File: src/rtl/tdm_demux_if.sv
// Bus between a serial TDM link driver and the tdm_demux receive end.
// Slot counter width follows TDM_DEMUX_PARITY_EN (one extra parity slot when defined).
interface tdm_demux_if #(
    parameter int N = 8,
`ifdef TDM_DEMUX_PARITY_EN
    parameter int SEL_W = $clog2(N + 1)
`else
    parameter int SEL_W = $clog2(N)
`endif
);
    logic             din;
    logic             din_valid;
    logic             frame_start;
    logic [N-1:0]     out;
    logic             frame_done;
    logic             sync_err;
    logic             busy;
    logic [SEL_W-1:0] slot;
    logic             par_err;

    modport master (
        output din, din_valid, frame_start,
        input  out, frame_done, sync_err, busy, slot, par_err
    );

    modport slave (
        input  din, din_valid, frame_start,
        output out, frame_done, sync_err, busy, slot, par_err
    );
endinterface

File: src/rtl/tdm_demux.sv
// TDM receive end: collects one serial bit per valid beat into slots, commits a full frame to out.
// Optional even-parity slot at index N is enabled by defining TDM_DEMUX_PARITY_EN.
module tdm_demux #(
    parameter int N = 8,
`ifdef TDM_DEMUX_PARITY_EN
    parameter int SEL_W = $clog2(N + 1)
`else
    parameter int SEL_W = $clog2(N)
`endif
) (
    input  logic       clk,
    input  logic       rst_n,
    tdm_demux_if.slave bus
);
    typedef enum logic {HUNT, RECV} state_t;

    // Without parity the last data bit goes straight to out, so hold needs only N-1 bits.
`ifdef TDM_DEMUX_PARITY_EN
    localparam int HW = N;
    localparam logic [SEL_W-1:0] LAST = SEL_W'(N);
`else
    localparam int HW = N - 1;
    localparam logic [SEL_W-1:0] LAST = SEL_W'(N - 1);
`endif
    localparam int IDX_W = (HW > 1) ? $clog2(HW) : 1;

    state_t        state;
    logic [HW-1:0] hold;

`ifdef TDM_DEMUX_PARITY_EN
    logic par_bad;
    assign par_bad = (^hold) ^ bus.din;
`else
    assign bus.par_err = 1'b0;
`endif

    always_ff @(posedge clk or negedge rst_n) begin
        if (!rst_n) begin
            state          <= HUNT;
            hold           <= '0;
            bus.out        <= '0;
            bus.frame_done <= 1'b0;
            bus.sync_err   <= 1'b0;
            bus.busy       <= 1'b0;
            bus.slot       <= '0;
`ifdef TDM_DEMUX_PARITY_EN
            bus.par_err    <= 1'b0;
`endif
        end else begin
            bus.frame_done <= 1'b0;
            bus.sync_err   <= 1'b0;
`ifdef TDM_DEMUX_PARITY_EN
            bus.par_err    <= 1'b0;
`endif
            if (bus.din_valid) begin
                case (state)
                    HUNT: begin
                        if (bus.frame_start) begin
                            hold[0]  <= bus.din;
                            bus.slot <= SEL_W'(1);
                            bus.busy <= 1'b1;
                            state    <= RECV;
                        end
                    end
                    RECV: begin
                        if (bus.frame_start) begin
                            // Restart mid-frame: the current beat becomes slot 0 of a new frame.
                            bus.sync_err <= 1'b1;
                            hold[0]      <= bus.din;
                            bus.slot     <= SEL_W'(1);
                        end else if (bus.slot == LAST) begin
`ifdef TDM_DEMUX_PARITY_EN
                            if (par_bad) bus.par_err <= 1'b1;
                            else begin
                                bus.out        <= hold;
                                bus.frame_done <= 1'b1;
                            end
`else
                            bus.out        <= {bus.din, hold};
                            bus.frame_done <= 1'b1;
`endif
                            bus.slot <= '0;
                            bus.busy <= 1'b0;
                            state    <= HUNT;
                        end else begin
                            hold[bus.slot[IDX_W-1:0]] <= bus.din;
                            bus.slot <= bus.slot + SEL_W'(1);
                        end
                    end
                    default: state <= HUNT;
                endcase
            end
        end
    end
endmodule

File: src/flat_wrapper.sv
// flat-port wrapper written by rule: the top's interface ports become plain ports
module tdm_demux_flat 
#(
    parameter int N = 8,

    parameter int SEL_W = $clog2(N)

)
  (clk, rst_n, bus_din, bus_din_valid, bus_frame_start, bus_out, bus_frame_done, bus_sync_err, bus_busy, bus_slot, bus_par_err);
  tdm_demux_if #(.N(N), .SEL_W(SEL_W)) bus_i ();
  input  logic clk;
  input  logic rst_n;
  input wire logic [$bits(bus_i.din)-1:0] bus_din;
  input wire logic [$bits(bus_i.din_valid)-1:0] bus_din_valid;
  input wire logic [$bits(bus_i.frame_start)-1:0] bus_frame_start;
  output wire logic [$bits(bus_i.out)-1:0] bus_out;
  output wire logic [$bits(bus_i.frame_done)-1:0] bus_frame_done;
  output wire logic [$bits(bus_i.sync_err)-1:0] bus_sync_err;
  output wire logic [$bits(bus_i.busy)-1:0] bus_busy;
  output wire logic [$bits(bus_i.slot)-1:0] bus_slot;
  output wire logic [$bits(bus_i.par_err)-1:0] bus_par_err;
  assign bus_i.din = bus_din;
  assign bus_i.din_valid = bus_din_valid;
  assign bus_i.frame_start = bus_frame_start;
  assign bus_out = bus_i.out;
  assign bus_frame_done = bus_i.frame_done;
  assign bus_sync_err = bus_i.sync_err;
  assign bus_busy = bus_i.busy;
  assign bus_slot = bus_i.slot;
  assign bus_par_err = bus_i.par_err;
  tdm_demux #(.N(N), .SEL_W(SEL_W)) u_core (.clk(clk), .rst_n(rst_n), .bus(bus_i));
endmodule
File: config.mk
export PLATFORM = sky130hd
export DESIGN_NAME = tdm_demux_flat
export DESIGN_NICKNAME = d
export VERILOG_FILES = /design/src/rtl/tdm_demux_if.sv /design/src/rtl/tdm_demux.sv /design/src/flat_wrapper.sv
export SDC_FILE = /design/constraint.sdc
export NUM_CORES = 1
export LEC_CHECK = 0
export CORE_ASPECT_RATIO = 1.25
export CORE_MARGIN = 2
export CORE_UTILIZATION = 53
export CTS_CLUSTER_SIZE = 12
export DETAILED_ROUTE_END_ITERATION = 8
export GPL_TIMING_DRIVEN = 1
export PLACE_DENSITY = 0.82
export REMOVE_ABC_BUFFERS = 1
export SYNTH_ARGS = -nofsm -noshare
export SYNTH_HDL_FRONTEND = slang
export SYNTH_SLANG_ARGS = --single-unit
export TNS_END_PERCENT = 30
File: constraint.sdc
create_clock -name clk -period 2.9 [get_ports clk]
set_input_delay 0.58 -clock clk [delete_from_list [all_inputs] [get_ports clk]]
set_output_delay 0.58 -clock clk [all_outputs]
set_load 0.05 [all_outputs]
# Yosys cells after proc, flatten, opt, wreduce, memory -nomap -nowiden
# Index checks and enable logic that the tools add are counted.
[totals]
register_bits = 22
latch_bits = 0
mem_bits_rw = 0
rom_bits = 0
wordCells = 50
memories = 0
[classes]
addsub = 1
multipliers = 0
n_div = 0
n_lt_le_gt_ge = 2
n_eq_ne = 5
shift = 0
n_mux = 25
bitwise_logic = 3
n_reduce_logical = 6
[op_table]
columns = ["op", "n"]
rows = [
  ["two-way mux 1 bit", 16],
  ["AND reduction 4 bit", 3],
  ["two-way mux 3 bit", 3],
  ["bitwise mux 7 bit", 1],
  ["inequality test 2 bit, second input constant", 3],
  ["one-hot mux 1 bit (2 select lines)", 3],
  ["one-hot mux 3 bit (2 select lines)", 1],
  ["< comparator 3 x 4 -> 1 bit, second input constant", 1],
  ["adder 3 x 1 -> 3 bit, second input constant", 1],
  ["demux 1 bit (select 3 bit)", 1],
  ["== test 3 bit, second input constant", 1],
  [">= comparator 3 x 1 -> 1 bit, second input constant", 1],
  ["inequality test 3 bit, second input constant", 1],
  ["NOT 1 bit", 3],
  ["AND reduction 3 bit", 1],
  ["AND reduction 2 bit", 1],
  ["logical AND 1 bit", 1],
]

# Longest topological paths before layout
# Gate-level depths: netlist of run 1.
[logic_depth]
depth_word = 8
depth_mapped = 5

# Worst setup path before layout of run 1
# OpenSTA, ideal clock, no wires.
[synth_path]
kind = "register to register"
startpoint = "register u_core.bus.slot[1]"
endpoint = "register u_core.hold[0]"
arrival_ns = 1.862
path_slack_ns = 0.913
path_stages_with_launch = 6
n_path_buf = 0
cell_sequence = "dfrtp_1 > ha_1 > ha_1 > nor2_1 > a32oi_1 > mux2_2"
[synth_via]
elab_chain_cells = 8
[synth_lines]
columns = ["element", "line_no", "text"]
rows = [
  ["start: declaration", "tdm_demux_if.sv:28", "output out, frame_done, sync_err, busy, slot, par_err"],
  ["start signal: assignment", "tdm_demux.sv:87", "bus.slot <= bus.slot + SEL_W'(1);"],
  ["< comparator 3 x 4 -> 1 bit (not written as such) / >= comparator 3 x 1 -> 1 bit (equally long branches)", "tdm_demux.sv:86", "hold[bus.slot[IDX_W-1:0]] <= bus.din;"],
  ["logical AND 1 bit (not written as such)", "tdm_demux.sv:86", ""],
  ["two-way mux 1 bit (not written as such)", "tdm_demux.sv:86", ""],
  ["demux 1 bit (select 3 bit)", "-", ""],
  ["bitwise mux 7 bit", "tdm_demux.sv:86", ""],
  ["two-way mux 1 bit", "tdm_demux.sv:71", "end else if (bus.slot == LAST) begin"],
  ["two-way mux 1 bit", "tdm_demux.sv:66", "if (bus.frame_start) begin"],
  ["one-hot mux 1 bit (2 select lines)", "tdm_demux.sv:56", "case (state)"],
  ["end signal: assignment", "tdm_demux.sv:59", "hold[0] <= bus.din;"],
  ["end signal: assignment", "tdm_demux.sv:69", "hold[0] <= bus.din;"],
  ["end signal: indexed assignment", "tdm_demux.sv:86", ""],
  ["end: declaration", "tdm_demux.sv:28", "logic [HW-1:0] hold;"],
]
# Several ways; a longest one is shown, not always the timed one. The select of a mux whose other input is x is not followed.
# A chain may end at the register's enable or synchronous reset.

# Worst setup path after layout of run 1
[layout_path]
startpoint = "register u_core.bus.slot[2]"
endpoint = "output port bus_slot[2]"
[layout_rtl]
columns = ["element", "line_no", "text"]
rows = [
  ["end: declaration", "flat_wrapper.sv:20", "output wire logic [$bits(bus_i.slot)-1:0] bus_slot;"],
]
# No word-level cell between the ends.

==> summary.log, run 1 <==
INFO  floorplanning  floorplan.die_area=2229squm
INFO  yosys          syn_area_per_cell=13.01squm
INFO  worst_setup_path crit_path_end_kind=output pin
INFO  yosys          synthArstFlopShare=1.000
INFO  sta            rsz_0062_raised_after_global_routing=no
INFO  worst_setup_path cp.buffers_inverters=1
INFO  worst_setup_path rr_endpoint=u_core.hold[0]
INFO  sta            hold_viol_final=0
INFO  placement      place_hpwl=1.173mm
INFO  yosys          yosys_warnings=0
INFO  power          vdd_drop_max=0.0004084V
INFO  clocking       clk_latency=0.30ns
INFO  run_status     status=finished, final reports clean
INFO  drt            drc=0
INFO  floorplanning  fp.dieW=42.63um
INFO  worst_setup_path cp_max_delay_cell=sky130_fd_sc_hd__clkdlybuf4s50_1
INFO  clocking       ctsHoldBuffers=0
INFO  global_routing grt_first_pass_wirelength=2.766mm
INFO  yosys          synth.cell_area=988.4squm
INFO  worst_setup_path arrival=1.70ns
INFO  clocking       cts.repair_timing.setup_buffer_count=0
INFO  sta            post-route-period-util=0.7858
INFO  min_path       worst_hold_startpoint=u_core.hold[3]
INFO  worst_setup_path path_max_fanout=9
INFO  worst_setup_path reg2reg_setup_slack=1.06ns
INFO  worst_setup_path critPathMaxStageDelay=0.87ns
INFO  worst_setup_path r2r.worst_path.cells=5
INFO  placement      globalplace.congestion=0.8236
INFO  worst_setup_path worst_setup_path_category=flop to output pin
INFO  yosys          post_synth_inst_count=76
INFO  drt            num_vias=672
INFO  layout         layout_cell_share_with_drive_strength_beyond_1=0.2396
INFO  clocking       cts-buffers-inserted=3
INFO  sta            setup-tns-final=0ns
INFO  yosys          synth.top_cell.area_share=0.5570
INFO  power          power-per-cell-area=737.3nW/um^2
INFO  layout         final_nets=105
INFO  global_routing overflow=0
INFO  clocking       postCtsResizedCells=0
INFO  floorplanning  start_util=0.5599
INFO  min_path       worstHoldEndpoint=u_core.hold[3]
INFO  floorplanning  dieHeight=52.29um
INFO  floorplanning  placeableCoreArea=1765squm
INFO  sta            max_clk_rate=438.8MHz
INFO  yosys          yosysTopAreaCell=sky130_fd_sc_hd__dfrtp_1
INFO  sta            finalMaxSlewViolations=0
INFO  floorplanning  rows=17
INFO  yosys          yosys-top-cells-count=sky130_fd_sc_hd__dfrtp_1, sky130_fd_sc_hd__mux2_2, sky130_fd_sc_hd__inv_1, sky130_fd_sc_hd__nand4_1, sky130_fd_sc_hd__mux2_4
INFO  min_path       hold-path-cell-count=1
INFO  drt            drt-initial-drc-count=23
INFO  yosys          synth_area_leaders=sky130_fd_sc_hd__dfrtp_1, sky130_fd_sc_hd__mux2_2, sky130_fd_sc_hd__mux2_4
INFO  drt            vias_per_cell=5.843
INFO  sta            finalCriticalPeriod=2.279ns
INFO  yosys          post-synth-top-count-cell=sky130_fd_sc_hd__dfrtp_1
INFO  layout         num_antenna_cells=0
INFO  clocking       clock_tree.root_cell=sky130_fd_sc_hd__clkbuf_4
INFO  power          leakage=0.5945nW
INFO  clocking       htree_levels=1
INFO  yosys          number_of_flip_flops_and_latches_in_the_synthesized_netlist=22
INFO  global_routing track_usage=0.1668
INFO  clocking       clk_path_buf_depth=2
INFO  global_routing grt_start_max_net_pins=23
INFO  clocking       tritoncts=built
INFO  placement      io_buffers=18
INFO  worst_setup_path critical_path.reg2reg.startpoint=u_core.bus.slot[1]
INFO  clocking       clkSinkCount=22
INFO  sta            timing.final.setup_violations=0
INFO  global_routing via_count_of_the_first_global_routing_pass=661
INFO  clocking       clk_transition_reported_paths=0.11ns
INFO  sta            timing.clock.skew=0.001532ns
INFO  drt            routedWlPerCell=14.01um
INFO  sta            holdWs=0.5122ns
INFO  worst_setup_path worstSetupStartpointType=flop
INFO  worst_setup_path crit_required=2.32ns
INFO  layout         n_fill_cell=139
INFO  drt            aggregate_routed_wire_length=1.611mm
INFO  yosys          synth_sequential_area_ratio=0.5570
INFO  layout         area_delta_synth_final=22.66%
INFO  drt            ant_nets=0
INFO  yosys          synth_cell_types=25
INFO  floorplanning  io_pins=20
INFO  min_path       hold_path.class=flop to flop
INFO  yosys          synth_edf_count=0
INFO  worst_setup_path crit_chain=clkdlybuf4s50_1
INFO  yosys          synth-main-ff-cell=sky130_fd_sc_hd__dfrtp_1
INFO  drt            drt-pass1-iter-count=4
INFO  global_routing number_of_antenna_violations_at_the_first_check_in_global_routing=0
INFO  worst_setup_path cpLargestDelayFamily=buffers and inverters
INFO  flow_run       maxCapViolCount=0
[per-layer routing]
layer | up-vias | global-route usage | share of wire
li1 | 310 | - | -
met5 | - | 0 | 0
met4 | 0 | 0.07813 | 0.019
met1 | 328 | 0.1964 | 0.42
met3 | 4 | 0.03103 | 0.055
met2 | 30 | 0.2904 | 0.50
[how the worst max path moves through the flow]
stage | startpoint | end | slack, ns | cells past startpoint
floorplan | u_core.bus.slot[1] | u_core.hold[0] | 0.91 | 5
global placement | bus_din_valid | u_core.bus.out[0] | 0.74 | 4
detailed placement | bus_din_valid | u_core.bus.out[7] | 0.70 | 4
CTS | u_core.bus.slot[2] | bus_slot[2] | 0.63 | 1
global route | u_core.bus.slot[1] | bus_slot[1] | 0.57 | 1
finish | u_core.bus.slot[2] | bus_slot[2] | 0.62 | 1
[layout make-up]
cell class,count,area (sq um),share of cell area
clock buffers,4,36.28,0.02993
inverters,5,18.77,0.01548
multi-input cells,46,395.4,0.3261
flip-flops and latches,22,550.5,0.4541
well taps,19,23.77,0.01961
repair buffers,19,187.7,0.1548
[power by group]
part           total (mW)  switching (mW)  internal, mW
clock               0.165          0.0884        0.0767
combinational       0.304           0.177         0.128
sequential          0.424          0.0486         0.376
[through the flow]
step / power [mW] / util / area, sq um / cells / setup slack [ns]
after detailed placement: 0.7375 / 0.6662 / 1176 / 111 / 0.7016
after CTS: 0.9034 / 0.6867 / 1212 / 115 / 0.6310
after global routing: 0.9428 / 0.6867 / 1212 / 115 / 0.5706
final: 0.8939 / 0.6867 / 1212 / 115 / 0.6212
after floorplan: 0.6342 / - / 964.7 / 73 / 0.9131
after global placement: 0.7288 / 0.6662 / 1176 / 111 / 0.7425
[sequential cells by signal (all words and copies together) (netlist names)]
signal / flops
u_core.bus.frame_done: 1
u_core.bus.sync_err: 1
u_core.bus.busy: 1
u_core.hold: 7
u_core.state: 1
u_core.bus.slot: 3
u_core.bus.out: 8
[logic make-up after synthesis]
group	share of synthesized area
buf+inv	0.04304
mux	0.1861
simple gates	0.1051
compound gates	0.06708
flops	0.5570
fa+ha+maj	0.03798
other cells	0.003794
[cells in the final DEF (no fill, tap or decap), types with 2 or more instances in the layout]
cell                              count
sky130_fd_sc_hd__nand4_1              5
sky130_fd_sc_hd__ha_1                 3
sky130_fd_sc_hd__clkbuf_4             3
sky130_fd_sc_hd__clkdlybuf4s50_1     18
sky130_fd_sc_hd__mux2_2              11
sky130_fd_sc_hd__mux2_4               4
sky130_fd_sc_hd__nor2_1               3
sky130_fd_sc_hd__a21oi_1              2
sky130_fd_sc_hd__inv_1                5
sky130_fd_sc_hd__nand3_1              2
sky130_fd_sc_hd__dfrtp_1             22
sky130_fd_sc_hd__o21ai_0              2
sky130_fd_sc_hd__o22ai_1              2
sky130_fd_sc_hd__a22oi_1              2
No activity file was read; power rests on OpenSTA's default activity.
==> run 2: changes to the inputs <==
Settings changed: CORE_UTILIZATION 53 to 49, PLACE_DENSITY 0.82 to 0.77.
Clock period 2.9 ns to 2.1 ns, I/O delays scaled along.
==> summary.log, run 2 (synthesis results as in run 1) <==
INFO  power          swShare=0.3514 [+0.0007135]
INFO  drt            drt-initial-drc-count=4 [-83%]
INFO  clocking       ctsHoldBuffers=0 [unchanged]
INFO  global_routing grt_start_max_net_pins=23 [unchanged]
INFO  min_path       hold_path.class=primary input to asynchronous set/reset pin
INFO  floorplanning  io_pins=20 [unchanged]
INFO  power          vdd_drop_max=0.0006542V [+60%]
INFO  clocking       clk_path_buf_depth=2 [unchanged]
INFO  layout         most_common_cell_after_layout_fill_and_taps_aside=sky130_fd_sc_hd__dfrtp_1
INFO  global_routing number_of_antenna_violations_at_the_first_check_in_global_routing=0 [unchanged]
INFO  drt            drc=0 [unchanged]
INFO  power          clkPwrFrac=0.183 [-0.002]
INFO  worst_setup_path cpLargestDelayFamily=buffers and inverters
INFO  clocking       cts.repair_timing.setup_buffer_count=0 [unchanged]
INFO  clocking       clkSinkCount=22 [unchanged]
INFO  worst_setup_path crit_required=1.68ns [-0.64 ns]
INFO  sta            post-route-period-util=0.9639
INFO  clocking       clk_transition_reported_paths=0.11ns [about the same]
INFO  layout         layout.cells.most_common_list=sky130_fd_sc_hd__dfrtp_1, sky130_fd_sc_hd__clkdlybuf4s50_1, sky130_fd_sc_hd__mux2_2
INFO  global_routing via_count_of_the_first_global_routing_pass=642 [-2.9%]
INFO  global_routing track_usage=0.1708 [+0.003994]
INFO  floorplanning  placeableCoreArea=1937squm [+9.7%]
INFO  power          p_comb_frac=0.341 [about the same]
INFO  worst_setup_path path_max_fanout=6 [-3]
INFO  sta            timing.clock.skew=0.002322ns [+0.0007895 ns]
INFO  drt            num_vias=648 [-3.6%]
INFO  floorplanning  start_util=0.5103 [-0.04955]
INFO  drt            routedWlPerCell=14.38um [+2.7%]
INFO  clocking       htree_levels=1 [unchanged]
INFO  run_status     status=finished, final reports clean
INFO  worst_setup_path arrival=1.60ns [-0.10 ns]
INFO  sta            worst-slew-pin-transition=0.5112ns
INFO  sta            max_clk_rate=494.0MHz
INFO  clocking       cts-buffers-inserted=3 [unchanged]
INFO  power          power-per-cell-area=1005nW/um^2 [+36%]
INFO  sta            setup-tns-final=0ns [unchanged]
INFO  floorplanning  floorplan.die_area=2395squm [+7.4%]
INFO  worst_setup_path cp_max_delay_cell=sky130_fd_sc_hd__clkdlybuf4s50_1
INFO  flow_run       maxCapViolCount=0 [unchanged]
INFO  sta            hold_viol_final=0 [unchanged]
INFO  worst_setup_path worst_setup_path_category=flop to output pin
INFO  power          power.net_switching=434.4uW [+39%]
INFO  layout         area_delta_synth_final=24.43%
INFO  global_routing grt_first_pass_wirelength=2.849mm [+3.0%]
INFO  worst_setup_path crit_path_end_kind=output pin
INFO  sta            finalMaxSlewViolations=0 [unchanged]
INFO  worst_setup_path cp.buffers_inverters=1 [unchanged]
INFO  worst_setup_path worstSetupStartpointType=flop
INFO  floorplanning  dieHeight=54.22um [+3.7%]
INFO  floorplanning  rows=18 [+1]
INFO  sta            finalCriticalPeriod=2.024ns
INFO  sta            rsz_0062_raised_after_global_routing=no
INFO  clocking       clock_tree.root_cell=sky130_fd_sc_hd__clkbuf_4
INFO  layout         biggestRegsByFlops=u_core.bus.out (8), u_core.hold (7), u_core.bus.slot (3)
INFO  sta            slew_headroom=0.6581
INFO  placement      globalplace.congestion=0.8252 [+0.19%]
INFO  power          leakage=0.6227nW [+4.7%]
INFO  layout         layout_cell_share_with_drive_strength_beyond_1=0.2551 [+0.01552]
INFO  drt            ant_nets=0 [unchanged]
INFO  layout         num_antenna_cells=0 [unchanged]
INFO  power          seqPwrFrac=0.476 [about the same]
INFO  layout         regMostFlops=u_core.bus.out
INFO  layout         final_core_util=0.6350 [-0.05173]
INFO  drt            aggregate_routed_wire_length=1.697mm [+5.3%]
INFO  power          internal_power=801.7uW [+38%]
INFO  worst_setup_path crit_chain=clkdlybuf4s50_1
INFO  placement      place_hpwl=1.296mm [+10%]
INFO  drt            vias_per_cell=5.492 [-6.0%]
INFO  clocking       clk_latency=0.30ns [about the same]
INFO  layout         final_nets=107 [+1.9%]
INFO  sta            holdWs=0.4450ns [-0.06716 ns]
INFO  sta            timing.final.setup_violations=0 [unchanged]
INFO  placement      io_buffers=18 [unchanged]
INFO  worst_setup_path critPathMaxStageDelay=0.84ns [-0.03 ns]
INFO  clocking       tritoncts=built
INFO  drt            drt-pass1-iter-count=4 [unchanged]
INFO  layout         largest_register_ff_count=8 [unchanged]
INFO  floorplanning  fp.dieW=44.17um [+3.6%]
INFO  global_routing overflow=0 [unchanged]
[run 2: cell count changes in the layout (fill, tap and decap cells not counted)]
cell,change
sky130_fd_sc_hd__dlygate4sd2_1,+1
sky130_fd_sc_hd__buf_4,+2
sky130_fd_sc_hd__dlymetal6s2s_1,+1
sky130_fd_sc_hd__clkdlybuf4s50_1,-2
[run 2: per-stage QoR]
stage / worst slack, ns / std cells / power [mW] / cell area [sq um]
2_1_floorplan: 0.1131 / 73 / 0.8758 / 964.7
6_report: 0.07584 / 118 / 1.236 / 1230
4_1_cts: 0.02267 / 118 / 1.248 / 1227
3_3_place_gp: 0.1804 / 114 / 1.010 / 1192
5_1_grt: 0.007867 / 118 / 1.302 / 1230
3_5_place_dp: 0.1289 / 114 / 1.027 / 1192
[run 2: power by group through the flow]
stage / clock [mW] / sequential (mW) / combinational, mW
floorplan: 0 / 0.724 / 0.151
global placement: 0 / 0.594 / 0.416
detailed placement: 0 / 0.599 / 0.428
CTS: 0.233 / 0.589 / 0.426
global route: 0.249 / 0.604 / 0.449
finish: 0.226 / 0.589 / 0.422
[run 2: final cells by class]
class	count	area [sq um]
clock buffers	4	36.28
repair buffers	21	203.9
inverters	5	18.77
multi-input cells	46	395.4
well taps	20	25.02
fillers	170	706.9
flip-flops and latches	22	550.5
[run 2: per-layer routing]
metal / wire length [um] / up-vias / track usage
li1: - / 315 / -
met1: 675 / 305 / 0.1859
met2: 871 / 22 / 0.2966
met3: 97 / 6 / 0.03630
met4: 53 / 0 / 0.1162
met5: 0 / - / 0
[run 2: timing repair]
| action | 4_1_cts | 5_1_grt |
|---|---|---|
| resized for setup | 1 | 1 |
| pin swaps | 0 | 0 |
| setup endpoints to repair | 1 | 1 |
[run 2: final timing paths]
kind / startpoint / to / slack (ns) / cells past startpoint
worst min register to register: u_core.bus.out[3] / u_core.bus.out[3] / 0.51 / 1
max in group asynchronous: rst_n / u_core.bus.out[5] / 1.44 / 2
min in group clk: u_core.bus.out[3] / u_core.bus.out[3] / 0.51 / 1
worst max register to register: u_core.bus.slot[1] / u_core.hold[0] / 0.28 / 5
worst max-delay path: u_core.bus.slot[0] / bus_slot[0] / 0.08 / 1
worst min-delay path: rst_n / u_core.bus.out[7] / 0.45 / 2
==> run 3: changes to the inputs <==
Settings changed: REMOVE_ABC_BUFFERS 1 to default.
==> summary.log, run 3 (synthesis results as in run 1) <==
INFO  placement      place_hpwl=1.214mm [-6.3%]
INFO  power          power.net_switching=431.8uW [-0.58%]
INFO  worst_setup_path cpLargestDelayFamily=buffers and inverters
INFO  run_status     status=finished, final reports clean
INFO  sta            timing.clock.skew=0.002776ns [+0.0004537 ns]
INFO  sta            worst-slew-pin-transition=0.4975ns [-0.01370 ns]
INFO  sta            holdWs=0.4467ns [+0.001728 ns]
INFO  global_routing grt_start_max_net_pins=23 [unchanged]
INFO  sta            finalMaxSlewViolations=0 [unchanged]
INFO  clocking       cts.repair_timing.setup_buffer_count=0 [unchanged]
INFO  power          swShare=0.3503 [-0.001093]
INFO  power          p_comb_frac=0.339 [-0.002]
INFO  drt            num_vias=668 [+3.1%]
INFO  layout         largest_register_ff_count=8 [unchanged]
INFO  layout         regMostFlops=u_core.bus.out
INFO  drt            ant_nets=0 [unchanged]
INFO  flow_run       maxCapViolCount=0 [unchanged]
INFO  sta            slew_headroom=0.6673 [+0.009162]
INFO  sta            hold_viol_final=0 [unchanged]
INFO  drt            drt-pass1-iter-count=4 [unchanged]
INFO  layout         num_antenna_cells=0 [unchanged]
INFO  sta            setup-tns-final=0ns [unchanged]
INFO  power          post-layout-total-power=1.233mW [-0.27%]
INFO  worst_setup_path path_depth=1 [unchanged]
INFO  power          vdd_drop_max=0.0005334V [-18%]
INFO  sta            finalCriticalPeriod=2.023ns [-0.0008282 ns]
INFO  sta            timing.final.setup_violations=0 [unchanged]
INFO  worst_setup_path worst_setup_path_category=flop to output pin
INFO  clocking       clkSinkCount=22 [unchanged]
INFO  global_routing track_usage=0.1575 [-0.01330]
INFO  worst_setup_path path_max_fanout=6 [unchanged]
INFO  power          leakage=0.6227nW [unchanged]
INFO  clocking       clk_transition_reported_paths=0.11ns [about the same]
INFO  worst_setup_path reg2reg_setup_slack=0.25ns [-0.03 ns]
INFO  drt            aggregate_routed_wire_length=1.621mm [-4.5%]
INFO  layout         area_delta_synth_final=24.43% [unchanged]
INFO  drt            vias_per_cell=5.661 [+3.1%]
INFO  layout         final_core_util=0.6350 [unchanged]
INFO  worst_setup_path cp_max_delay_cell=sky130_fd_sc_hd__clkdlybuf4s50_1
INFO  worst_setup_path crit_chain=clkdlybuf4s50_1
INFO  floorplanning  dieHeight=54.22um [unchanged]
INFO  clocking       clk_path_buf_depth=2 [unchanged]
INFO  layout         biggestRegsByFlops=u_core.bus.out (8), u_core.hold (7), u_core.bus.slot (3)
INFO  clocking       htree_levels=1 [unchanged]
INFO  placement      io_buffers=18 [unchanged]
INFO  worst_setup_path crit_path_end_kind=output pin
INFO  power          internal_power=800.8uW [-0.11%]
INFO  power          seqPwrFrac=0.478 [+0.002]
INFO  sta            max_clk_rate=494.2MHz [about the same]
INFO  global_routing overflow=0 [unchanged]
INFO  worst_setup_path critical_path.reg2reg.startpoint=u_core.bus.slot[1]
INFO  placement      globalplace.congestion=0.7954 [-3.6%]
INFO  floorplanning  placeableCoreArea=1937squm [unchanged]
INFO  global_routing via_count_of_the_first_global_routing_pass=624 [-2.8%]
INFO  layout         layout_cell_share_with_drive_strength_beyond_1=0.2551 [unchanged]
INFO  sta            post-route-period-util=0.9635 [about the same]
INFO  clocking       clock_tree.root_cell=sky130_fd_sc_hd__clkbuf_4
INFO  power          clkPwrFrac=0.183 [about the same]
INFO  floorplanning  start_util=0.5103 [unchanged]
INFO  floorplanning  rows=18 [unchanged]
INFO  worst_setup_path cp-endpoint=bus_slot[0]
INFO  sta            rsz_0062_raised_after_global_routing=no
INFO  worst_setup_path crit_required=1.68ns [about the same]
INFO  clocking       tritoncts=built
INFO  layout         final_nets=107 [unchanged]
INFO  global_routing number_of_antenna_violations_at_the_first_check_in_global_routing=0 [unchanged]
INFO  worst_setup_path cp.buffers_inverters=1 [unchanged]
INFO  global_routing grt_first_pass_wirelength=2.766mm [-2.9%]
INFO  worst_setup_path worstSetupStartpointType=flop
INFO  drt            routedWlPerCell=13.74um [-4.5%]
INFO  floorplanning  fp.dieW=44.17um [unchanged]
INFO  worst_setup_path cp-startpoint=u_core.bus.slot[0]
INFO  worst_setup_path arrival=1.60ns [about the same]
INFO  layout         fin_cells=118 [unchanged]
INFO  worst_setup_path r2r.worst_path.cells=5 [unchanged]
INFO  placement      place.detailed.instances=114 [unchanged]
INFO  worst_setup_path critPathMaxStageDelay=0.84ns [about the same]
INFO  layout         layout.cells.most_common_list=sky130_fd_sc_hd__dfrtp_1, sky130_fd_sc_hd__clkdlybuf4s50_1, sky130_fd_sc_hd__mux2_2
INFO  floorplanning  io_pins=20 [unchanged]
INFO  drt            drt-initial-drc-count=14 [+10]
INFO  worst_setup_path rr_endpoint=u_core.hold[0]
INFO  power          power-per-cell-area=1002nW/um^2 [-0.27%]
INFO  clocking       clk_latency=0.30ns [about the same]
INFO  layout         n_fill_cell=161 [-5.3%]
INFO  layout         most_common_cell_after_layout_fill_and_taps_aside=sky130_fd_sc_hd__dfrtp_1
INFO  floorplanning  floorplan.die_area=2395squm [unchanged]
INFO  clocking       cts-buffers-inserted=3 [unchanged]
INFO  min_path       hold_path.class=primary input to asynchronous set/reset pin
INFO  drt            drc=0 [unchanged]
INFO  yosys          syn-num-nets=84
-- run 3: cell counts in the layout (fill, tap and decap cells not counted) --
No cell type changed its count.
-- run 3: power groups by stage --
| stage | logic [mW] | registers (mW) | clock network (mW) |
|---|---|---|---|
| after CTS | 0.423 | 0.589 | 0.228 |
| after detailed placement | 0.424 | 0.598 | 0 |
| after floorplan | 0.158 | 0.724 | 0 |
| after global routing | 0.446 | 0.605 | 0.247 |
| after global placement | 0.417 | 0.592 | 0 |
| final | 0.418 | 0.589 | 0.225 |
-- run 3: what timing repair did --
action | in CTS | in global routing
hold endpoints to repair | 0 | 0
setup endpoints to repair | 1 | 1
gates resized for setup | 1 | 1
hold buffers | 0 | 0
-- run 3: how the worst min path moves through the flow --
stage                   start                end  slack, ns  cells past startpoint
6_report                rst_n  u_core.bus.out[7]       0.45                      2
4_1_cts                 rst_n     u_core.hold[2]       0.46                      2
3_3_place_gp   u_core.hold[2]     u_core.hold[2]       0.49                      1
5_1_grt                 rst_n  u_core.bus.out[5]       0.46                      2
2_1_floorplan           rst_n    u_core.bus.busy       0.12                      0
3_5_place_dp   u_core.hold[6]  u_core.bus.out[6]       0.49                      1
-- run 3: layout make-up --
class                   count  area [sq um]  share of cell area
multi-input cells          46         395.4              0.3215
inverters                   5         18.77             0.01526
clock buffers               4         36.28             0.02950
well taps                  20         25.02             0.02035
repair buffers             21         203.9              0.1658
flip-flops and latches     22         550.5              0.4476
-- run 3: per-stage QoR --
| step | worst slack [ns] | area, sq um |
|---|---|---|
| global placement | 0.2097 | 1192 |
| floorplan | 0.1131 | 988.4 |
| CTS | 0.01888 | 1227 |
| finish | 0.07666 | 1230 |
| global route | 0.01811 | 1230 |
| detailed placement | 0.1782 | 1192 |
-- run 3: layer usage --
| layer | GRT usage | share of wire | wire, um | vias up |
|---|---|---|---|---|
| met5 | 0 | 0 | 0 | - |
| met2 | 0.2794 | 0.48 | 777 | 19 |
| met3 | 0.02310 | 0.051 | 83 | 5 |
| li1 | - | - | - | 316 |
| met4 | 0.06061 | 0.018 | 29 | 0 |
| met1 | 0.1927 | 0.45 | 731 | 328 |
